`config.mk`:
```
export PLATFORM = sky130hd
export DESIGN_NAME = slab_test_sequencer
export DESIGN_NICKNAME = d
export VERILOG_FILES = /design/src/rtl/slab_pkg.sv /design/src/rtl/greater_than.sv /design/src/rtl/slab_test_sequencer.sv
export SDC_FILE = /design/constraint.sdc
export NUM_CORES = 1
export LEC_CHECK = 0
export ABC_AREA = 1
export ABC_CLOCK_PERIOD_IN_PS = 1750
export BUFFER_PORTS_ARGS = -buffer_cell sky130_fd_sc_hd__buf_4
export CORE_MARGIN = 2
export CORE_UTILIZATION = 54
export CTS_CLUSTER_SIZE = 30
export DETAILED_ROUTE_END_ITERATION = 10
export PLACE_DENSITY = 0.79
export SLEW_MARGIN = 5
export SYNTH_ARGS = -nofsm -noshare
export SYNTH_HDL_FRONTEND = slang
export SYNTH_SLANG_ARGS = --single-unit
```
`constraint.sdc`:
```
create_clock -name clk -period 1.75 [get_ports clk]
set_input_delay 0 -clock clk [delete_from_list [all_inputs] [get_ports clk]]
set_output_delay 0 -clock clk [all_outputs]
set_load 0.02 [all_outputs]
```
`src/rtl/slab_pkg.sv`:
```
// rtl/slab_pkg.sv - shared states, step codes, FloPoCo field positions and operand decode
package slab_pkg;

  // Operand word is SLAB_WIDTH+1 bits: [15:14] exception, [13] sign, [12:0] exponent/fraction
  localparam int SLAB_WIDTH = 15;
  localparam int EXC_HI     = SLAB_WIDTH;
  localparam int EXC_LO     = SLAB_WIDTH - 1;
  localparam int SIGN       = SLAB_WIDTH - 2;

  localparam logic [1:0] EXC_ZERO   = 2'b00;
  localparam logic [1:0] EXC_NORMAL = 2'b01;

  typedef enum logic [1:0] {
    ST_IDLE = 2'd0,
    ST_CMP  = 2'd1,
    ST_CAPT = 2'd2,
    ST_DONE = 2'd3
  } state_e;

  // One code per dependent comparison, in issue order
  typedef enum logic [2:0] {
    STEP_X       = 3'd0,
    STEP_Y       = 3'd1,
    STEP_Z       = 3'd2,
    STEP_NEAR_XY = 3'd3,
    STEP_NEAR_Z  = 3'd4,
    STEP_FAR_XY  = 3'd5,
    STEP_FAR_Z   = 3'd6,
    STEP_HIT     = 3'd7
  } step_e;

  // First comparator stage: operand classification plus raw magnitudes
  typedef struct packed {
    logic            never;
    logic            a_norm;
    logic            b_norm;
    logic            sa;
    logic            sb;
    logic [SIGN-1:0] ma;
    logic [SIGN-1:0] mb;
  } cmp_dec_t;

  // An inf/NaN operand makes the difference inf/NaN, and 0-0 is zero: neither is "greater"
  function automatic cmp_dec_t decode_pair(logic [SLAB_WIDTH:0] a, logic [SLAB_WIDTH:0] b);
    cmp_dec_t d;
    d.never  = a[EXC_HI] | b[EXC_HI] |
               ((a[EXC_HI:EXC_LO] == EXC_ZERO) & (b[EXC_HI:EXC_LO] == EXC_ZERO));
    d.a_norm = (a[EXC_HI:EXC_LO] == EXC_NORMAL);
    d.b_norm = (b[EXC_HI:EXC_LO] == EXC_NORMAL);
    d.sa     = a[SIGN];
    d.sb     = b[SIGN];
    d.ma     = a[SIGN-1:0];
    d.mb     = b[SIGN-1:0];
    return d;
  endfunction

endpackage

```
`src/rtl/greater_than.sv`:
```
// rtl/greater_than.sv - pipelined FloPoCo greater-than: 1 iff inA-inB is a positive normal
module greater_than
  import slab_pkg::*;
#(
  parameter int WIDTH = SLAB_WIDTH,
  parameter int LAT   = 3
) (
  input  logic         clk,
  input  logic         rst,
  input  logic [WIDTH:0] inA,
  input  logic [WIDTH:0] inB,
  output logic         greater
);

  cmp_dec_t         dec_q;
  logic             g_d;
  logic [LAT-2:0]   pipe_q;

  // Stage 1: classify both operands
  always_ff @(posedge clk or posedge rst) begin
    if (rst) begin
      dec_q <= '0;
    end else begin
      dec_q <= decode_pair(inA, inB);
    end
  end

  // Sign of the difference; exponent/fraction compare as one unsigned magnitude
  always_comb begin
    g_d = 1'b0;
    if (dec_q.never) begin
      g_d = 1'b0;
    end else if (dec_q.a_norm && !dec_q.b_norm) begin
      g_d = ~dec_q.sa;
    end else if (!dec_q.a_norm && dec_q.b_norm) begin
      g_d = dec_q.sb;
    end else if (dec_q.sa != dec_q.sb) begin
      g_d = ~dec_q.sa;
    end else if (!dec_q.sa) begin
      g_d = (dec_q.ma > dec_q.mb);
    end else begin
      g_d = (dec_q.ma < dec_q.mb);
    end
  end

  // Remaining stages: result plus delay up to the output register
  always_ff @(posedge clk or posedge rst) begin
    if (rst) begin
      pipe_q <= '0;
    end else begin
      pipe_q[0] <= g_d;
      for (int i = 1; i <= LAT - 2; i++) begin
        pipe_q[i] <= pipe_q[i-1];
      end
    end
  end

  assign greater = pipe_q[LAT-2];

endmodule

```
`src/rtl/slab_test_sequencer.sv`:
```
// rtl/slab_test_sequencer.sv - ray/AABB slab test scheduled over one shared comparator
module slab_test_sequencer
  import slab_pkg::*;
#(
  parameter int WIDTH   = SLAB_WIDTH,
  parameter int CMP_LAT = 3
) (
  input  logic           clk,
  input  logic           rst,
  input  logic           in_valid,
  output logic           in_ready,
  input  logic [WIDTH:0] tx0,
  input  logic [WIDTH:0] tx1,
  input  logic [WIDTH:0] ty0,
  input  logic [WIDTH:0] ty1,
  input  logic [WIDTH:0] tz0,
  input  logic [WIDTH:0] tz1,
  output logic           out_valid,
  input  logic           out_ready,
  output logic [WIDTH:0] tmin,
  output logic [WIDTH:0] tmax,
  output logic           hit
);

  localparam int WAIT_W = (CMP_LAT > 1) ? $clog2(CMP_LAT) : 1;
  localparam logic [WAIT_W-1:0] WAIT_LAST = WAIT_W'(CMP_LAT - 1);

  state_e            state_q, state_d;
  step_e             step_q, step_d;
  logic [WAIT_W-1:0] wait_q, wait_d;
  logic              latch_en, capt_en;

  logic [WIDTH:0] x0_q, x1_q, y0_q, y1_q, z0_q, z1_q;
  logic [WIDTH:0] nx_q, fx_q, ny_q, fy_q, nz_q, fz_q, nm_q, fm_q;
  logic [WIDTH:0] tmin_q, tmax_q;
  logic           hit_q;

  logic [WIDTH:0] cmp_a, cmp_b;
  logic           cmp_g;
  logic           cmp_rst;

  // Comparator core resets active-high
  assign cmp_rst = ~rst;

  greater_than #(
    .WIDTH (WIDTH),
    .LAT   (CMP_LAT)
  ) u_greater_than (
    .clk     (clk),
    .rst     (cmp_rst),
    .inA     (cmp_a),
    .inB     (cmp_b),
    .greater (cmp_g)
  );

  // Control state: FSM, step index and comparator wait counter
  always_ff @(posedge clk or negedge rst) begin
    if (!rst) begin
      state_q <= ST_IDLE;
      step_q  <= STEP_X;
      wait_q  <= '0;
    end else begin
      state_q <= state_d;
      step_q  <= step_d;
      wait_q  <= wait_d;
    end
  end

  // Next state: wait out the comparator latency, then capture once per step
  always_comb begin
    state_d  = state_q;
    step_d   = step_q;
    wait_d   = wait_q;
    latch_en = 1'b0;
    capt_en  = 1'b0;
    case (state_q)
      ST_IDLE: begin
        if (in_valid) begin
          latch_en = 1'b1;
          step_d   = STEP_X;
          wait_d   = '0;
          state_d  = ST_CMP;
        end
      end
      ST_CMP: begin
        if (wait_q == WAIT_LAST) begin
          wait_d  = '0;
          state_d = ST_CAPT;
        end else begin
          wait_d = wait_q + WAIT_W'(1);
        end
      end
      ST_CAPT: begin
        capt_en = 1'b1;
        if (step_q == STEP_HIT) begin
          state_d = ST_DONE;
        end else begin
          step_d  = step_e'(step_q + 3'd1);
          state_d = ST_CMP;
        end
      end
      ST_DONE: begin
        if (out_ready) begin
          state_d = ST_IDLE;
        end
      end
      default: state_d = ST_IDLE;
    endcase
  end

  // Operand select; step and working regs only change at CAPT so operands hold through CMP
  always_comb begin
    cmp_a = '0;
    cmp_b = '0;
    case (step_q)
      STEP_X:       begin cmp_a = x0_q;   cmp_b = x1_q;   end
      STEP_Y:       begin cmp_a = y0_q;   cmp_b = y1_q;   end
      STEP_Z:       begin cmp_a = z0_q;   cmp_b = z1_q;   end
      STEP_NEAR_XY: begin cmp_a = nx_q;   cmp_b = ny_q;   end
      STEP_NEAR_Z:  begin cmp_a = nm_q;   cmp_b = nz_q;   end
      STEP_FAR_XY:  begin cmp_a = fx_q;   cmp_b = fy_q;   end
      STEP_FAR_Z:   begin cmp_a = fm_q;   cmp_b = fz_q;   end
      STEP_HIT:     begin cmp_a = tmax_q; cmp_b = tmin_q; end
      default:      begin cmp_a = '0;     cmp_b = '0;     end
    endcase
  end

  // Working registers: latch inputs on accept, write back the ordered pair on capture
  always_ff @(posedge clk or negedge rst) begin
    if (!rst) begin
      x0_q   <= '0; x1_q <= '0; y0_q <= '0; y1_q <= '0; z0_q <= '0; z1_q <= '0;
      nx_q   <= '0; fx_q <= '0; ny_q <= '0; fy_q <= '0; nz_q <= '0; fz_q <= '0;
      nm_q   <= '0; fm_q <= '0;
      tmin_q <= '0;
      tmax_q <= '0;
      hit_q  <= 1'b0;
    end else if (latch_en) begin
      x0_q <= tx0; x1_q <= tx1;
      y0_q <= ty0; y1_q <= ty1;
      z0_q <= tz0; z1_q <= tz1;
    end else if (capt_en) begin
      case (step_q)
        STEP_X: begin
          nx_q <= cmp_g ? x1_q : x0_q;
          fx_q <= cmp_g ? x0_q : x1_q;
        end
        STEP_Y: begin
          ny_q <= cmp_g ? y1_q : y0_q;
          fy_q <= cmp_g ? y0_q : y1_q;
        end
        STEP_Z: begin
          nz_q <= cmp_g ? z1_q : z0_q;
          fz_q <= cmp_g ? z0_q : z1_q;
        end
        STEP_NEAR_XY: nm_q   <= cmp_g ? nx_q : ny_q;
        STEP_NEAR_Z:  tmin_q <= cmp_g ? nm_q : nz_q;
        STEP_FAR_XY:  fm_q   <= cmp_g ? fy_q : fx_q;
        STEP_FAR_Z:   tmax_q <= cmp_g ? fz_q : fm_q;
        STEP_HIT:     hit_q  <= cmp_g;
        default:      hit_q  <= hit_q;
      endcase
    end
  end

  // Held low throughout reset, not just after it
  assign in_ready  = rst & (state_q == ST_IDLE);
  assign out_valid = (state_q == ST_DONE);
  assign tmin      = tmin_q;
  assign tmax      = tmax_q;
  assign hit       = hit_q;

endmodule

```
==> results.sh <==
export IMPL_status="finished with violations"
export IMPL_violations="setup timing"
export IMPL_drive_gt1_frac=0.171
export IMPL_cpPeakStageDelay_ns=0.47
export IMPL_cts_sinks=297
export IMPL_synth_simple_area_share=0.162
export IMPL_die_area_mm2=0.0278
export IMPL_synth_common_cells="nand2_1 (449), dfrtp_1 (297), inv_1 (219)"
export IMPL_drt_total_wl_mm=49.9
export IMPL_cp_common_cell="buf_4"
export IMPL_dr_pass1_iters=8
export IMPL_synth_top_cell_by_area="dfrtp_1"
export IMPL_coreArea_mm2=0.0261
export IMPL_synthXorXnorAreaFrac=0
export IMPL_gp_congestion=0.942
export IMPL_postLayoutCoreUtil=0.719
export IMPL_finalClockSkew_ns=0.0220
export IMPL_clkLatencyLatePin_ns=0.53
export IMPL_worst_path_max_delay_cell="dfrtp_2"
export IMPL_vias_per_cell=5.98
export IMPL_synth_edf_count=0
export IMPL_regArea_mm2=0.00744
export IMPL_synth_seq_cells=297
export IMPL_hold_viol_final=0
export IMPL_synthArstFlopShare=1.00
export IMPL_path_buf_inv=4
export IMPL_p_per_area_mw_per_mm2=1740
export IMPL_yosysSeqAreaShare=0.520
export IMPL_reg2reg_to="nz_q[9]"
export IMPL_post_synth_cell_area_avg_um2=8.24
export IMPL_nFillCells=1854
export IMPL_yosysWarnings=0
export IMPL_worstRegToRegCells=9
export IMPL_io_pins=135
export IMPL_track_usage=0.348
export IMPL_fin_crit_ns=1.77
export IMPL_slew_limit_headroom=0.660
export IMPL_crit_family="buffers and inverters"
export IMPL_synthMuxAreaShare=0
export IMPL_drc=0
export IMPL_layout_nets=2106
export IMPL_cts_path_max_buffers=3
export IMPL_grt_max_degree=71
export IMPL_r2r_start="step_q[0]"
export IMPL_yosys_cell_count_top_type="nand2_1"
export IMPL_clk_pin_slew_ns=0.06
export IMPL_io_buffers=134
export IMPL_cts_max_level=2
export IMPL_cts_buffers=35
export IMPL_fin_tns_setup_ns=-0.0364
export IMPL_synth_nets=1854
export IMPL_synth_compound_area_frac=0.209
export IMPL_drv_cap=0
export IMPL_grt_pass1_vias=13415
export IMPL_worstPathMaxFanout=16
export IMPL_synth_top_family_by_area="compound AO/OA/AOI/OAI gates"
export IMPL_dieWidth_um=167
export IMPL_drt_wirelength_per_cell_um=21.3
export IMPL_fin_crit_sh=1.01
export IMPL_critPathArrivalTime_ns=2.22
export IMPL_power_leakage_nw=8.45
export IMPL_final_area_mm2=0.0187
export IMPL_synth_top_cells_by_area="dfrtp_1 (52%), nand2_1 (12%), o21ai_0 (7.4%)"
export IMPL_slew_viol_final=0
export IMPL_die_h_um=167
export IMPL_worst_ep_required_time_ns=2.20
export IMPL_setup_worst_path_end_class="flip-flop"
export IMPL_worstHoldPathType="in -> async"
export IMPL_finalSetupViolations=3
export IMPL_rows=59
export IMPL_dp_worst_setup_slack_ns=-0.300
export IMPL_drt_initial_drc_count=2012
export IMPL_p_total_mw=32.6
export IMPL_multi_input_area_mm2=0.00580
export IMPL_worst_pin_slew_ns=0.509
export IMPL_setup_reg_to_reg_worst_slack_ns=-0.02
export IMPL_ys_types=33
export IMPL_num_vias=13995
export IMPL_setup_ws_ns=-0.0210
export IMPL_grt_pass1_wl_mm=75.7
export IMPL_area_growth_pct=31.2
export IMPL_max_vdd_ir_drop_v=0.00142
export IMPL_grt_ovfl_total=0
export IMPL_yosys_area_share_adder=0.0166
export IMPL_critPathKind="reg -> reg"
export IMPL_netlist_area_leader_share=0.520
export IMPL_crit_chain="inv_4 -> ha_4 -> nand2_2 -> buf_4 -> nor2_4 -> buf_4 -> buf_16 -> nor2_1 -> a21oi_1"
export IMPL_synth_ff_type="dfrtp_1"
export IMPL_ant_nets=0
export IMPL_root_buffer="clkbuf_16"
export IMPL_synth_area_mm2=0.0143
export IMPL_cts_tree="done"
export IMPL_synthCells=1735
export IMPL_startpoint_type="flip-flop"
export IMPL_placed_area_mm2=0.0161
export IMPL_detailed_place_hpwl_mm=31.9
export IMPL_rsz0062_at_grt="yes"
export IMPL_initial_core_util=0.548
export IMPL_antenna_found_initial=2
export IMPL_fmax_mhz=565
[cells in the final DEF (no fill, tap or decap), types with 4 or more instances in the layout]
master and n:
a21oi_2 7, o211ai_1 100, ha_4 5, nand2_2 5, clkbuf_16 39, nor3_2 5
inv_2 5, nand2_1 444, dlygate4sd3_1 99, nor2_2 5, buf_6 9, a22oi_1 15
o21ai_1 6, a31oi_1 44, nor2_1 75, clkinv_2 7, a221oi_2 4, inv_1 216
inv_4 5, o21a_1 7, a21oi_1 42, o31ai_1 4, buf_4 181, dfrtp_1 293
clkbuf_1 4, o21ai_0 205, o22ai_1 41, nor2_4 8, nand3_1 30, ha_1 14
buf_12 27, o221ai_1 12, nor3_1 6
[sequential cells by signal (all words and copies together) (netlist names), 3 cells and up]
signal                cells
fm_q                     16
fx_q                     16
fy_q                     16
fz_q                     16
nm_q                     16
nx_q                     16
ny_q                     16
nz_q                     16
step_q                    3
tmax                     16
tmin                     16
u_greater_than.dec_q     31
x0_q                     16
x1_q                     16
y0_q                     16
y1_q                     16
z0_q                     16
z1_q                     16
[logic make-up (layout without fill, tap and decap cells)]
logic type | Yosys count | in the layout
other | 0 | 1
buffers and inverters | 334 | 604
adder cells (fa/ha/maj) | 19 | 19
AND/OR/NAND/NOR | 589 | 589
AO/OA/AOI/OAI | 496 | 496
flip-flops | 297 | 297
[worst max path at each step]
| stage | from | slack [ns] | cells past startpoint | endpoint |
|---|---|---|---|---|
| floorplan | step_q[0] | 0.07 | 8 | u_greater_than.dec_q[15] |
| global placement | step_q[0] | -0.27 | 7 | u_greater_than.dec_q[5] |
| detailed placement | step_q[0] | -0.30 | 7 | u_greater_than.dec_q[5] |
| CTS | step_q[0] | -0.03 | 7 | u_greater_than.dec_q[8] |
| global route | step_q[0] | -0.08 | 9 | fz_q[9] |
| finish | step_q[0] | -0.02 | 9 | nz_q[9] |
[stage by stage]
stage	hold WS [ns]	instances
after floorplan	-0.296	1735
after global placement	-0.0762	2167
after detailed placement	-0.0764	2167
after CTS	0.132	2325
after global routing	0.158	2340
final	0.138	2341
[layout make-up]
type,instances,share of cell area
antenna,1,0.000133
clock buffer,42,0.0503
clock inverter,13,0.00621
inverter,226,0.0459
multi-input combinational,1104,0.310
sequential,297,0.397
tap,335,0.0224
timing repair buffer,323,0.169
[worst register-to-register path, stage by stage (launching register included)]
cell	delay [ns]
dfrtp_2	0.47
inv_4	0.11
ha_4	0.16
nand2_2	0.08
buf_4	0.19
nor2_4	0.16
buf_4	0.18
buf_16	0.16
nor2_1	0.05
a21oi_1	0.13
[layer usage]
layer,up-vias,part of all wire,GRT usage
li1,6266,-,-
met1,6656,0.42,0.536
met2,963,0.42,0.485
met3,106,0.14,0.106
met4,4,0.024,0.0772
met5,-,0.0014,0.0139
[where the power goes]
group	total, mW	internal, mW	switching (mW)
Combinational	13.6	4.93	8.69
Sequential	12.1	9.73	2.35
Clock	6.89	3.99	2.90
Total	32.6	18.6	13.9
[repair_timing]
action | 4_1_cts | 5_1_grt
cloned | 3 | 4
resized for setup | 24 | 62
buffers inserted | 0 | 11
endpoints found under the hold margin | 395 | 0
pin swaps | 1 | 11
hold buffers | 100 | 0
endpoints found under the setup margin | 43 | 133
Note: power is estimated with default switching activity, not from simulation.
